<file path="src/rtl/bit_converter_arbiter.sv">
// rtl/bit_converter_arbiter.sv - round-robin arbiter sharing one bit converter among lanes
//
// Purpose: accepts one 8-bit activation per cycle from NUM_LANES requesters
// (round-robin), forwards non-zero values to a shared BitConverterFIFO, keeps
// a {lane, popcount} tag per value and returns the converter's bit places on a
// single tagged output stream.
//
// Ports:
//   CLK, RSTN                      clock (rising edge), sync active-low reset
//   ReqValid/ReqData/ReqReady      per-lane requests; ReqReady one-hot grant
//   ActValuesFIFOWrite*            value write port into the converter
//   ActBitPlacesFIFORead*          show-ahead bit-place read port of the converter
//   OutValid/OutReady              output beat handshake
//   OutLane/OutBitPlace            owner lane and bit position of the beat
//   OutLast/OutZero                final beat of a value / value was 0x00
module bit_converter_arbiter #(
  parameter int NUM_LANES = 4,
  parameter int TAG_DEPTH = 8,
  parameter int LANE_W    = $clog2(NUM_LANES)
) (
  input  logic                   CLK,
  input  logic                   RSTN,
  input  logic [NUM_LANES-1:0]   ReqValid,
  input  logic [8*NUM_LANES-1:0] ReqData,
  output logic [NUM_LANES-1:0]   ReqReady,
  output logic [7:0]             ActValuesFIFOWriteDataIn,
  output logic                   ActValuesFIFOWriteEnable,
  input  logic                   ActValuesFIFOWriteReady,
  input  logic [2:0]             ActBitPlacesFIFOReadDataOut,
  input  logic                   ActBitPlacesFIFOReadReady,
  output logic                   ActBitPlacesFIFOReadEnable,
  output logic                   OutValid,
  output logic [LANE_W-1:0]      OutLane,
  output logic [2:0]             OutBitPlace,
  output logic                   OutLast,
  output logic                   OutZero,
  input  logic                   OutReady
);

  localparam int PTR_W = $clog2(TAG_DEPTH);

  function automatic logic [3:0] popcount8(input logic [7:0] v);
    logic [3:0] c;
    c = '0;
    for (int i = 0; i < 8; i++) c = c + {3'b000, v[i]};
    return c;
  endfunction

  logic [LANE_W-1:0] rr;
  logic [LANE_W-1:0] tag_lane [TAG_DEPTH];
  logic [3:0]        tag_cnt  [TAG_DEPTH];
  logic [PTR_W-1:0]  wr_ptr;
  logic [PTR_W-1:0]  rd_ptr;
  logic [PTR_W:0]    count;
  logic [3:0]        idx;

  logic [LANE_W-1:0] cand;
  logic [LANE_W-1:0] probe;
  logic              cand_found;
  logic [7:0]        cand_data;
  logic              tag_full;
  logic              tag_empty;
  logic              accept;
  logic [LANE_W-1:0] head_lane;
  logic [3:0]        head_cnt;
  logic              head_zero;
  logic              handshake;
  logic              pop;

  // Search from rr upwards; LANE_W-bit addition wraps because NUM_LANES is a power of two.
  always_comb begin
    cand       = '0;
    probe      = '0;
    cand_found = 1'b0;
    for (int i = 0; i < NUM_LANES; i++) begin
      probe = rr + LANE_W'(i);
      if (!cand_found && ReqValid[probe]) begin
        cand       = probe;
        cand_found = 1'b1;
      end
    end
  end

  assign cand_data = ReqData[{cand, 3'b000} +: 8];
  assign tag_full  = (count == (PTR_W+1)'(TAG_DEPTH));
  assign tag_empty = (count == '0);

  // Zero values never touch the converter, so they ignore its write-ready.
  assign accept = RSTN && cand_found && !tag_full &&
                  (ActValuesFIFOWriteReady || (cand_data == 8'h00));

  assign ReqReady                 = accept ? (NUM_LANES'(1) << cand) : '0;
  assign ActValuesFIFOWriteEnable = accept && (cand_data != 8'h00);
  assign ActValuesFIFOWriteDataIn = ActValuesFIFOWriteEnable ? cand_data : 8'h00;

  assign head_lane = tag_lane[rd_ptr];
  assign head_cnt  = tag_cnt[rd_ptr];
  assign head_zero = (head_cnt == 4'd0);

  // A zero-value tag produces its single beat without the converter.
  assign OutValid    = RSTN && !tag_empty && (head_zero || ActBitPlacesFIFOReadReady);
  assign OutLane     = head_lane;
  assign OutZero     = !tag_empty && head_zero;
  assign OutBitPlace = head_zero ? 3'd0 : ActBitPlacesFIFOReadDataOut;
  assign OutLast     = head_zero || (idx == 4'(head_cnt - 4'd1));

  assign handshake                  = OutValid && OutReady;
  assign ActBitPlacesFIFOReadEnable = handshake && !head_zero;
  assign pop                        = handshake && OutLast;

  always_ff @(posedge CLK) begin
    if (!RSTN) begin
      rr     <= '0;
      wr_ptr <= '0;
      rd_ptr <= '0;
      count  <= '0;
      idx    <= '0;
    end else begin
      if (accept) begin
        tag_lane[wr_ptr] <= cand;
        tag_cnt[wr_ptr]  <= popcount8(cand_data);
        wr_ptr           <= wr_ptr + PTR_W'(1);
        rr               <= cand + LANE_W'(1);
      end
      if (pop) begin
        rd_ptr <= rd_ptr + PTR_W'(1);
        idx    <= '0;
      end else if (handshake) begin
        idx <= idx + 4'd1;
      end
      case ({accept, pop})
        2'b10:   count <= count + (PTR_W+1)'(1);
        2'b01:   count <= count - (PTR_W+1)'(1);
        default: count <= count;
      endcase
    end
  end

endmodule

</file>
<file path="config.mk">
export PLATFORM = sky130hd
export DESIGN_NAME = bit_converter_arbiter
export DESIGN_NICKNAME = d
export VERILOG_FILES = /design/src/rtl/bit_converter_arbiter.sv
export SDC_FILE = /design/constraint.sdc
export NUM_CORES = 1
export LEC_CHECK = 0
export CAP_MARGIN = 20
export CORE_ASPECT_RATIO = 0.8
export CORE_UTILIZATION = 48
export DETAILED_ROUTE_END_ITERATION = 8
export PLACE_DENSITY = 0.86
export SETUP_SLACK_MARGIN = 0.15
export SLEW_MARGIN = 20
export SYNTH_ARGS = -nofsm -noshare
export SYNTH_HDL_FRONTEND = slang
export SYNTH_SLANG_ARGS = --single-unit
</file>
<file path="constraint.sdc">
create_clock -name CLK -period 4.8 [get_ports CLK]
set_clock_uncertainty 0.2 [all_clocks]
set_input_delay 0.96 -clock CLK [delete_from_list [all_inputs] [get_ports CLK]]
set_output_delay 0.96 -clock CLK [all_outputs]
set_load 0.03 [all_outputs]
</file>
==> results of run 1 <==
## power by group through the flow
stage                     combinational, mW  clock (mW)  sequential (mW)
final                                 0.988       0.516            0.850
after detailed placement              0.803           0            0.862
after global routing                   1.10       0.544            0.854
after CTS                             0.930       0.525            0.849
after global placement                0.748           0            0.858
after floorplan                       0.530           0            0.854
## worst max-delay path by stage
stage          cells after the start                     endpoint  slack [ns]
3_3_place_gp                      17                tag_cnt[1][2]       -0.39
2_1_floorplan                     16                tag_cnt[0][2]        0.15
5_1_grt                           16                     count[3]        0.07
4_1_cts                           19  ActValuesFIFOWriteDataIn[0]        0.13
3_5_place_dp                      17                tag_cnt[2][2]       -0.56
6_report                          19  ActValuesFIFOWriteDataIn[0]        0.22
## area by class of cell
| class | count | area share, % |
|---|---|---|
| inverters | 20 | 1.442 |
| multi-input cells | 242 | 37.19 |
| clock inverters | 5 | 1.395 |
| flip-flops and latches | 67 | 33.91 |
| well taps | 105 | 2.442 |
| repair buffers | 132 | 20.81 |
| clock buffers | 11 | 2.814 |
## metal layers
metal / part of all wire (%) / up-vias / wire [um]
li1: - / 1536 / -
met1: 41 / 1597 / 4197
met2: 50 / 170 / 5084
met3: 6.8 / 20 / 689
met4: 1.8 / 0 / 187
met5: 0 / - / 0
## kinds of logic after synthesis
| group | Yosys count | synth area share, % |
|---|---|---|
| AO/OA/AOI/OAI | 60 | 10.62 |
| XOR/XNOR | 8 | 1.842 |
| adder cells (fa/ha/maj) | 19 | 7.037 |
| buffers and inverters | 31 | 4.077 |
| flip-flops | 67 | 47.88 |
| multiplexers | 24 | 10.39 |
| AND/OR/NAND/NOR | 130 | 18.15 |
## worst register-to-register path, stage by stage (launching register included)
cell	delay [ns]
dfxtp_2	0.45
buf_4	0.22
mux4_2	0.54
mux2i_4	0.19
ha_1	0.22
inv_1	0.08
a41oi_4	0.31
o211a_1	0.21
nand2_1	0.19
nor2_1	0.25
ha_1	0.24
ha_1	0.24
a21o_1	0.17
a21oi_1	0.21
xnor2_1	0.13
or3_1	0.31
a21oi_1	0.14
## stage by stage
step	total power, mW	setup TNS [ns]	hold WS, ns
final	2.354	0	0.2848
after global routing	2.494	0	0.3060
after floorplan	1.385	0	0.2266
after detailed placement	1.666	-12.17	0.2661
after CTS	2.305	0	0.2816
after global placement	1.606	-7.630	0.2429
## sequential cells by signal (all words and copies together) (netlist names), named ones only
register  cells
tag_cnt      32
tag_lane     16
count         4
idx           4
rd_ptr        3
wr_ptr        3
rr            2
## cells in the final DEF (no fill, tap or decap), drive strengths merged, types with 9 or more instances in the layout
master and n:
nand2 20, mux4 9, nor2 25, clkbuf 15, ha 15, mux2i 12, o21ai 24, inv 20
clkdlybuf4s50 46, dfxtp 19, buf 80, edfxtp 48, nand3 41, a21oi 12
## timing repair
action | 4_1_cts | 5_1_grt
gates resized for setup | 35 | 29
pin swaps | 11 | 11
setup buffers | 20 | 5
setup endpoints to repair | 31 | 35
gates cloned | 1 | 1
==> results.sh, run 1 <==
export IMPL_clk_pin_slew_ns=0.06
export IMPL_pin_count=66
export IMPL_power_switching_fraction_pct=32.26
export IMPL_syn_inst=339
export IMPL_globalRouteMet2Util_pct=44.53
export IMPL_die_w_um=101.5
export IMPL_synth_async_sr_flop_share_pct=0
export IMPL_max_freq_mhz=218.2
export IMPL_antenna_found_initial=0
export IMPL_clock_latency_ns=0.34
export IMPL_num_rows=28
export IMPL_worstPathRequired_ns=3.64
export IMPL_cts_hold_buf=0
export IMPL_cp_cell_sequence="clkbuf_2 -> nor2b_4 -> a21o_1 -> a211oi_4 -> buf_4 -> inv_4 -> nand3_4 -> nand2_2 -> buf_4 -> buf_4 -> buf_4 -> buf_4 -> buf_4 -> buf_4 -> buf_4 -> buf_4 -> buf_4 -> nor2_2 -> buf_6"
export IMPL_grt_start_max_net_pins=16
export IMPL_power_switching_mw=0.7595
export IMPL_placedCellCount=539
export IMPL_worstPathMaxFanout=4
export IMPL_max_slew_margin_pct=70.17
export IMPL_grt_remaining_overflow=0
export IMPL_avg_inst_size_synth_sq_um=11.22
export IMPL_cellInternalPower_mw=1.595
export IMPL_tritoncts="done"
export IMPL_power_density_mw_per_mm2=437.6
export IMPL_seq_area_sq_mm=0.001824
export IMPL_synthesis_area_sq_mm=0.003805
export IMPL_io_buffer_count=65
export IMPL_pwr_share_comb_pct=41.9
export IMPL_critical_path_startpoint="ReqValid[2]"
export IMPL_cts_num_sinks=67
export IMPL_die_h_um=81.64
export IMPL_grt_use_met3_pct=4.340
export IMPL_grt_setup_unrepaired="true"
export IMPL_first_global_vias=3340
export IMPL_critical_path_top_delay_family="buffers and inverters"
export IMPL_area_of_the_multi_input_gates_sq_mm=0.002001
export IMPL_post_route_drc_count=0
export IMPL_number_of_buffers_between_clock_root_and_the_deepest_sink=2
export IMPL_post_synth_top_area_fraction_pct=37.88
export IMPL_place_gp_congestion=0.9573
export IMPL_dpl_hpwl_um=6715
export IMPL_avgRoutedWirePerCell_um=17.46
export IMPL_worst_pin_slew_ns=0.4470
export IMPL_ctsHtreeMaxLevel=3
export IMPL_post_route_utilization_pct=71.43
export IMPL_timing_max_transition_violations_final=0
export IMPL_yosys_top_cells_area="edfxtp_1 38%, dfxtp_1 10%, nand3_1 5.4%, ha_1 4.9%, mux4_1 4.8%"
export IMPL_detail_route_antenna_nets=0
export IMPL_status="finished, final reports clean"
export IMPL_grt_first_pass_wirelength_um=15680
export IMPL_netlist_top_cells_count="48 x edfxtp_1, 41 x nand3_1, 25 x nor2_1"
export IMPL_cell_with_the_most_instances_after_synthesis="edfxtp_1"
export IMPL_power_share_sequential_pct=36.1
export IMPL_area_growth_syn_to_layout_pct=41.40
export IMPL_critical_path_s_slowest_cell="a211oi_4"
export IMPL_ys_types=58
export IMPL_critical_path_top_cell_by_count="buf_4"
export IMPL_final_setup_viol_count=0
export IMPL_cpPeakStageDelay_ns=0.30
export IMPL_final_hold_viol_count=0
export IMPL_synth_edff_count=48
export IMPL_finalInstanceArea_sq_mm=0.005380
export IMPL_ys_dominant_reg_cell="edfxtp_1"
export IMPL_worst_r2r_endpoint="count[3]"
export IMPL_worst_ir_drop_on_vdd_mv=0.3203
export IMPL_timing_reg2reg_worst_path_depth=16
export IMPL_crit_buf_inv=13
export IMPL_start_kind="input pin"
export IMPL_netlist_top_cell_by_area="edfxtp_1"
export IMPL_cts_buffers_inserted=9
export IMPL_setup_ws_ns=0.2168
export IMPL_via_per_inst=5.710
export IMPL_crit_arrival_ns=3.42
export IMPL_post_placement_cell_area_sq_mm=0.004805
export IMPL_synth_seq_cells=67
export IMPL_preCtsSetupSlack_ns=-0.5610
export IMPL_worstHoldPathType="reg -> reg"
export IMPL_insertedDiodeCount=0
export IMPL_layout_min_cycle_time_ns=4.583
export IMPL_max_cap_viol_count=0
export IMPL_p_leak_nw=2.151
export IMPL_drt_wl_total_um=10160
export IMPL_filler_cell_count_in_the_final_layout=482
export IMPL_r2r_slack_ns=0.43
export IMPL_initial_utilization_pct=50.51
export IMPL_ctsRootBufferMaster="clkbuf_8"
export IMPL_final_layout_size_suffix_gt1_share_pct=32.29
export IMPL_route_vias_total=3323
export IMPL_holdCritStartpoint="rd_ptr[2]"
export IMPL_globalRouteTotalUtil_pct=24.93
export IMPL_grt_busiest_layer="met2"
export IMPL_timing_final_crit_share_pct=95.48
export IMPL_worst_hold_path_endpoint="rd_ptr[2]"
export IMPL_whs_path_depth=1
export IMPL_synth_nets=402
export IMPL_floorplan_core_area_sq_mm=0.007532
export IMPL_initialDrtViolationCount=219
export IMPL_finalNetCount=535
export IMPL_synth_seq_area_share_pct=47.88
export IMPL_worstSetupEndpointType="output pin"
export IMPL_drt_pass1_iter_count=4
export IMPL_design_die_area_sq_mm=0.008289
export IMPL_clockPowerShare_pct=21.9
export IMPL_yosys_warnings=0
export IMPL_layout_cells_non_filler=582
export IMPL_grtUsageMet1_pct=30.79
export IMPL_crit_type="in -> out"
Note: power is estimated with default switching activity, not from simulation.
==> inputs of run 2 (changes only) <==
--- a/constraint.sdc
+++ b/constraint.sdc
@@ -4,2 +4,2 @@
 set_output_delay 0.96 -clock CLK [all_outputs]
-set_load 0.03 [all_outputs]
+set_load 0.005 [all_outputs]
==> run 2 against run 1 <==
Final area down 0.53%; register-to-register slack better by 0.13 ns; combinational power is 2.9% lower; clock power is 23% lower; total power decreased by 6.2%; highest routed layer unchanged.
==> results.sh, run 2 (same netlist as run 1, synthesis figures left out) <==
export IMPL_worst_r2r_endpoint="count[3]"
export IMPL_cpPeakStageDelay_ns=0.52
export IMPL_finalNetCount=532
export IMPL_layout_min_cycle_time_ns=4.595
export IMPL_max_cap_viol_count=0
export IMPL_seq_area_sq_mm=0.001824
export IMPL_area_of_the_multi_input_gates_sq_mm=0.002001
export IMPL_num_rows=28
export IMPL_timing_max_transition_violations_final=0
export IMPL_crit_arrival_ns=3.43
export IMPL_cts_buffers_inserted=9
export IMPL_grt_remaining_overflow=0
export IMPL_number_of_buffers_between_clock_root_and_the_deepest_sink=2
export IMPL_detail_route_antenna_nets=0
export IMPL_first_global_vias=3177
export IMPL_initial_utilization_pct=50.51
export IMPL_preCtsSetupSlack_ns=-0.4841
export IMPL_avgRoutedWirePerCell_um=17.04
export IMPL_area_growth_syn_to_layout_pct=40.64
export IMPL_final_hold_viol_count=0
export IMPL_max_freq_mhz=217.6
export IMPL_reg_largest_list="tag_cnt: 32 flops, tag_lane: 16 flops"
export IMPL_grt_first_pass_wirelength_um=15240
export IMPL_critical_path_top_delay_family="buffers and inverters"
export IMPL_via_per_inst=5.694
export IMPL_globalRouteTotalUtil_pct=25.01
export IMPL_filler_cell_count_in_the_final_layout=521
export IMPL_power_share_sequential_pct=38.5
export IMPL_worstPathMaxFanout=12
export IMPL_crit_buf_inv=6
export IMPL_place_gp_congestion=0.9446
export IMPL_insertedDiodeCount=0
export IMPL_final_setup_viol_count=0
export IMPL_cts_num_sinks=67
export IMPL_dpl_hpwl_um=7111
export IMPL_post_route_utilization_pct=71.05
export IMPL_grt_start_max_net_pins=14
export IMPL_critical_path_s_slowest_cell="clkdlybuf4s50_1"
export IMPL_die_w_um=101.5
export IMPL_start_kind="input pin"
export IMPL_io_buffer_count=65
export IMPL_max_slew_margin_pct=69.04
export IMPL_worst_ir_drop_on_vdd_mv=0.2534
export IMPL_ctsHtreeMaxLevel=3
export IMPL_final_hold_worst_slack_ns=0.2865
export IMPL_power_switching_mw=0.7415
export IMPL_worstSetupEndpointType="output pin"
export IMPL_largest_register_ffs=32
export IMPL_pin_count=66
export IMPL_crit_type="in -> out"
export IMPL_critical_path_startpoint="ReqValid[1]"
export IMPL_r2r_slack_ns=0.56
export IMPL_antenna_found_initial=0
export IMPL_floorplan_core_area_sq_mm=0.007532
export IMPL_worstHoldPathType="reg -> reg"
export IMPL_max_flop_register="tag_cnt"
export IMPL_tritoncts="done"
export IMPL_setup_ws_ns=0.2054
export IMPL_final_layout_size_suffix_gt1_share_pct=28.69
export IMPL_drt_pass1_iter_count=5
export IMPL_mostFrequentLayoutCells="62 x buf_4, 58 x clkdlybuf4s50_1, 48 x edfxtp_1"
export IMPL_worstSetupEndpoint="ReqReady[0]"
export IMPL_status="finished, final reports clean"
export IMPL_clock_latency_ns=0.34
export IMPL_mostFrequentLayoutCell="buf_4"
export IMPL_worstPathRequired_ns=3.64
export IMPL_design_die_area_sq_mm=0.008289
export IMPL_timing_reg2reg_worst_path_depth=16
export IMPL_die_h_um=81.64
export IMPL_cts_hold_buf=0
export IMPL_route_vias_total=3297
export IMPL_grt_setup_unrepaired="true"
export IMPL_clockPowerShare_pct=18.0
export IMPL_worst_pin_slew_ns=0.4639
export IMPL_drt_wl_total_um=9865
export IMPL_clk_pin_slew_ns=0.07
export IMPL_cp_num_cells=12
export IMPL_ctsRootBufferMaster="clkbuf_8"
export IMPL_power_switching_fraction_pct=33.59
export IMPL_initialDrtViolationCount=143
export IMPL_power_density_mw_per_mm2=412.5
export IMPL_cellInternalPower_mw=1.466
export IMPL_cp_cell_sequence="dlygate4sd2_1 -> buf_4 -> inv_1 -> a21oi_2 -> buf_4 -> buf_4 -> o21ai_0 -> nand3_2 -> a22oi_2 -> a41o_2 -> and3_1 -> clkdlybuf4s50_1"
export IMPL_pwr_share_comb_pct=43.4
export IMPL_critical_path_top_cell_by_count="buf_4"
export IMPL_timing_final_crit_share_pct=95.72
export IMPL_p_leak_nw=2.126
export IMPL_post_route_drc_count=0
run 2: cell types whose count changed in the layout (fill, tap and decap cells not counted), moves of 3 or more:
cell,previous run,this run
buf_6,5,2
o21ai_1,3,7
nand2_2,5,2
o21ai_0,19,16
nand2_1,15,18
nand3_1,36,31
nand3_2,3,8
buf_4,74,62
nor2_2,3,0
nor2_1,22,25
clkdlybuf4s50_1,46,58
run 2: per-stage QoR:
stage / cells / cell area [sq um] / power, mW / TNS, ns
6_report: 579 / 5351 / 2.207 / 0
5_1_grt: 579 / 5351 / 2.338 / 0
4_1_cts: 572 / 5229 / 2.171 / 0
3_5_place_dp: 544 / 4875 / 1.635 / -11.33
3_3_place_gp: 544 / 4875 / 1.577 / -8.352
2_1_floorplan: 339 / 3840 / 1.348 / 0
run 2: repair_timing:
action / in CTS / in global routing
buffers inserted: 12 / 7
pin swaps: 15 / 8
resized for setup: 34 / 26
setup endpoints to repair: 30 / 21
run 2: power by group through the flow:
stage / Combinational (mW) / Clock [mW] / Sequential, mW
2_1_floorplan: 0.493 / 0 / 0.854
3_3_place_gp: 0.719 / 0 / 0.858
3_5_place_dp: 0.773 / 0 / 0.863
4_1_cts: 0.914 / 0.407 / 0.850
5_1_grt: 1.06 / 0.430 / 0.853
6_report: 0.959 / 0.398 / 0.851
run 2: how the worst min path moves through the flow:
stage / cells past startpoint / to / slack [ns] / start
after global routing: 1 / register / 0.30 / rd_ptr[2]
after CTS: 1 / rd_ptr[2] / 0.28 / rd_ptr[2]
final: 1 / rd_ptr[2] / 0.29 / rd_ptr[2]
after global placement: 1 / rd_ptr[2] / 0.25 / rd_ptr[2]
after detailed placement: 1 / register / 0.27 / rd_ptr[2]
after floorplan: 1 / register / 0.23 / rd_ptr[2]
run 2: metal layers:
layer / track usage (%) / wire length, um / vias to the layer above
met5: 0 / 0 / -
met4: 8.261 / 193 / 0
met3: 6.468 / 719 / 21
met2: 43.99 / 4894 / 155
met1: 30.07 / 4058 / 1588
li1: - / - / 1533
run 2: cell type report:
cell class                 count  area share [%]
clock inverter                 7          0.8183
multi-input combinational    241           37.39
sequential                    67           34.09
timing repair buffer         130           21.46
tap                          105           2.455
inverter                      20           1.473
clock buffer                   9           2.315
==> patch, RTL diff (settings of run 1) <==
The parameter `TAG_DEPTH` goes from 8 to 16.
--- a/src/rtl/bit_converter_arbiter.sv
+++ b/src/rtl/bit_converter_arbiter.sv
@@ -16,5 +16,5 @@
 module bit_converter_arbiter #(
   parameter int NUM_LANES = 4,
-  parameter int TAG_DEPTH = 8,
+  parameter int TAG_DEPTH = 16,
   parameter int LANE_W    = $clog2(NUM_LANES)
 ) (
Formal check against the unedited RTL: not equivalent (Yosys sat finds a counterexample within 10 cycles, from zero or initial values and one cycle with RSTN low).
==> patch against run 1 <==
  * Area after synthesis is 51% higher
  * Sequential cell count rose by 52
  * Total power is 79% higher
  * Routed wire length is 37% higher
  * Hold slack improved by 17 ps
  * Global-route usage fell by 1.7 points
  * Setup slack worse by 46 ps
  * Final area increased by 44%
  * Critical path depth is 2 lower
  * First-iteration DRC count grew 47%
==> patch: results (changes against run 1) <==
Clock tree
  • Post-CTS Resized: 26 (was 35)
  • H-tree lvl count: 4 (was 3)
  • CTS buffer count: 17 (was 9)
  • CTS Root Cell: clkbuf_16 (was clkbuf_8)
  • Post-CTS setup buffer count: 7 (was 20)

Drt
  • Initial DRC Count: 323 (was 219)
  • DR vias/cell: 5.78 (was 5.71)
  • DRT Wirelength: 14.0 mm (was 10.2 mm)

Setup path
  • Critical path's slowest cell: fa_1 (was a211oi_4)
  • Crit Path Max Fanout: 7 (was 4)
  • R2R Setup Slk: 330 ps (was 430 ps)
  • CP top delay family: adder cells (was buffers and inverters)
  • CP Data Arrival Time: 4590 ps (was 3420 ps)
  • Slowest Stage Delay on Critical Path: 530 ps (was 300 ps)
  • Setup CP Type: primary input to register (was primary input to primary output)
  • Worst r2r dst: tag_cnt[11][2]$_DFFE_PP_ (was count[3]$_SDFFE_PN0P_)
  • Origin of the worst setup path: ReqValid[1] (was ReqValid[2])

Global routing
  • GRT Total Usage: 23.3% (was 24.9%)
  • First-pass GRT wire length: 21.5 mm (was 15.7 mm)
  • Largest net degree at the start of global routing: 20 (was 16)
  • Vias in the first global route: 4091 (was 3340)

Power and ir drop
  • Flop+latch power: 0.00152 W (was 0.000850 W)
  • Part of the power in registers: 36.0% (was 36.1%)
  • Clock power frac: 30.2% (was 21.9%)
  • Leakage: 3.00 nW (was 2.15 nW)
  • Peak supply drop: 0.000425 V (was 0.000320 V)

Synthesis
  • Number of synthesized flops with an enable pin: 96 (was 48)
  • Post-synth cell types: 52 (was 58)
  • Sequential area share after synthesis: 58.0% (was 47.9%)
  • Post-Synth XOR/XNOR Area: 1.95% (was 1.84%)
  • Syn_nets: 482 (was 402)
  • Synth Area in Adders: 5.86% (was 7.04%)
  • Area contributors post-synth: edfxtp_1 (50%), dfxtp_1 (8.0%), mux4_2 (7.4%), ha_1 (4.1%), mux4_1 (4.1%) (was edfxtp_1 (38%), dfxtp_1 (10%), nand3_1 (5.4%), ha_1 (4.9%), mux4_1 (4.8%))
  • Synth cell count leaders: edfxtp_1 (96), nand3_1 (27), nor2_1 (27) (was edfxtp_1 (48), nand3_1 (41), nor2_1 (25))
  • Compound-cell area share of the yosys netlist: 6.17% (was 10.6%)
  • FFs w/ async S/R, synth: 0% (unchanged)

STA
  • Max-slew headroom: 56.7% (was 70.2%)

Finish
  • Layout cells sized above 1: 28.5% (was 32.3%)
  • Final nets: 600 (was 535)
  • Fillers: 738 (was 482)

Placement
  • DP HPWL: 9.47 mm (was 6.71 mm)
  • Pre-CTS setup slack: -699 ps (was -561 ps)
  • GP Congestion: 0.850 (was 0.957)

Run status
  • Outcome: complete, no violations (unchanged)
==> patch: cell types whose count changed after synthesis, sizes merged, moves of 5 or more <==
cell | run 1 | this run
and3 | 7 | 24
edfxtp | 48 | 96
mux2i | 12 | 7
mux4 | 9 | 28
nand2 | 20 | 25
nand3 | 41 | 27
xor2 | 3 | 8
==> patch: how the worst min path moves through the flow <==
stage | cells after the start | slack [ps] | endpoint | from
final | 2 | 300 | wr_ptr[0]$_SDFFE_PN0P_ | wr_ptr[0]$_SDFFE_PN0P_
after global routing | 2 | 340 | wr_ptr[0]$_SDFFE_PN0P_ | wr_ptr[0]$_SDFFE_PN0P_
after CTS | 1 | 300 | rd_ptr[2]$_SDFFE_PN0P_ | rd_ptr[2]$_SDFFE_PN0P_
after detailed placement | 1 | 270 | register | rd_ptr[2]$_SDFFE_PN0P_
after global placement | 1 | 260 | rd_ptr[2]$_SDFFE_PN0P_ | rd_ptr[2]$_SDFFE_PN0P_
after floorplan | 1 | 240 | register | rd_ptr[2]$_SDFFE_PN0P_
==> patch: stage by stage <==
stage,std cells,TNS [ps],utilization (%),instance area [sq um]
2_1_floorplan,414,-1780,-,5870
3_3_place_gp,652,-26400,59.5,6910
3_5_place_dp,652,-39150,59.5,6910
4_1_cts,690,0,65.6,7610
5_1_grt,692,0,66.7,7740
6_report,692,0,66.7,7740
==> patch: area by class of cell <==
cell class	count	share of cell area, %
Clock buffer	20	5.64
Clock inverter	11	2.02
Inverter	23	1.18
Multi-Input combinational cell	256	31.6
Sequential cell	119	43.2
Tap cell	148	2.39
Timing Repair Buffer	115	14.0
==> patch: metal layers <==
layer,share of wire [%],vias up,GRT usage [%]
li1,-,1815,-
met1,41,1992,29.3
met2,50,177,39.0
met3,7.1,15,5.65
met4,0.92,0,9.55
met5,0,-,0
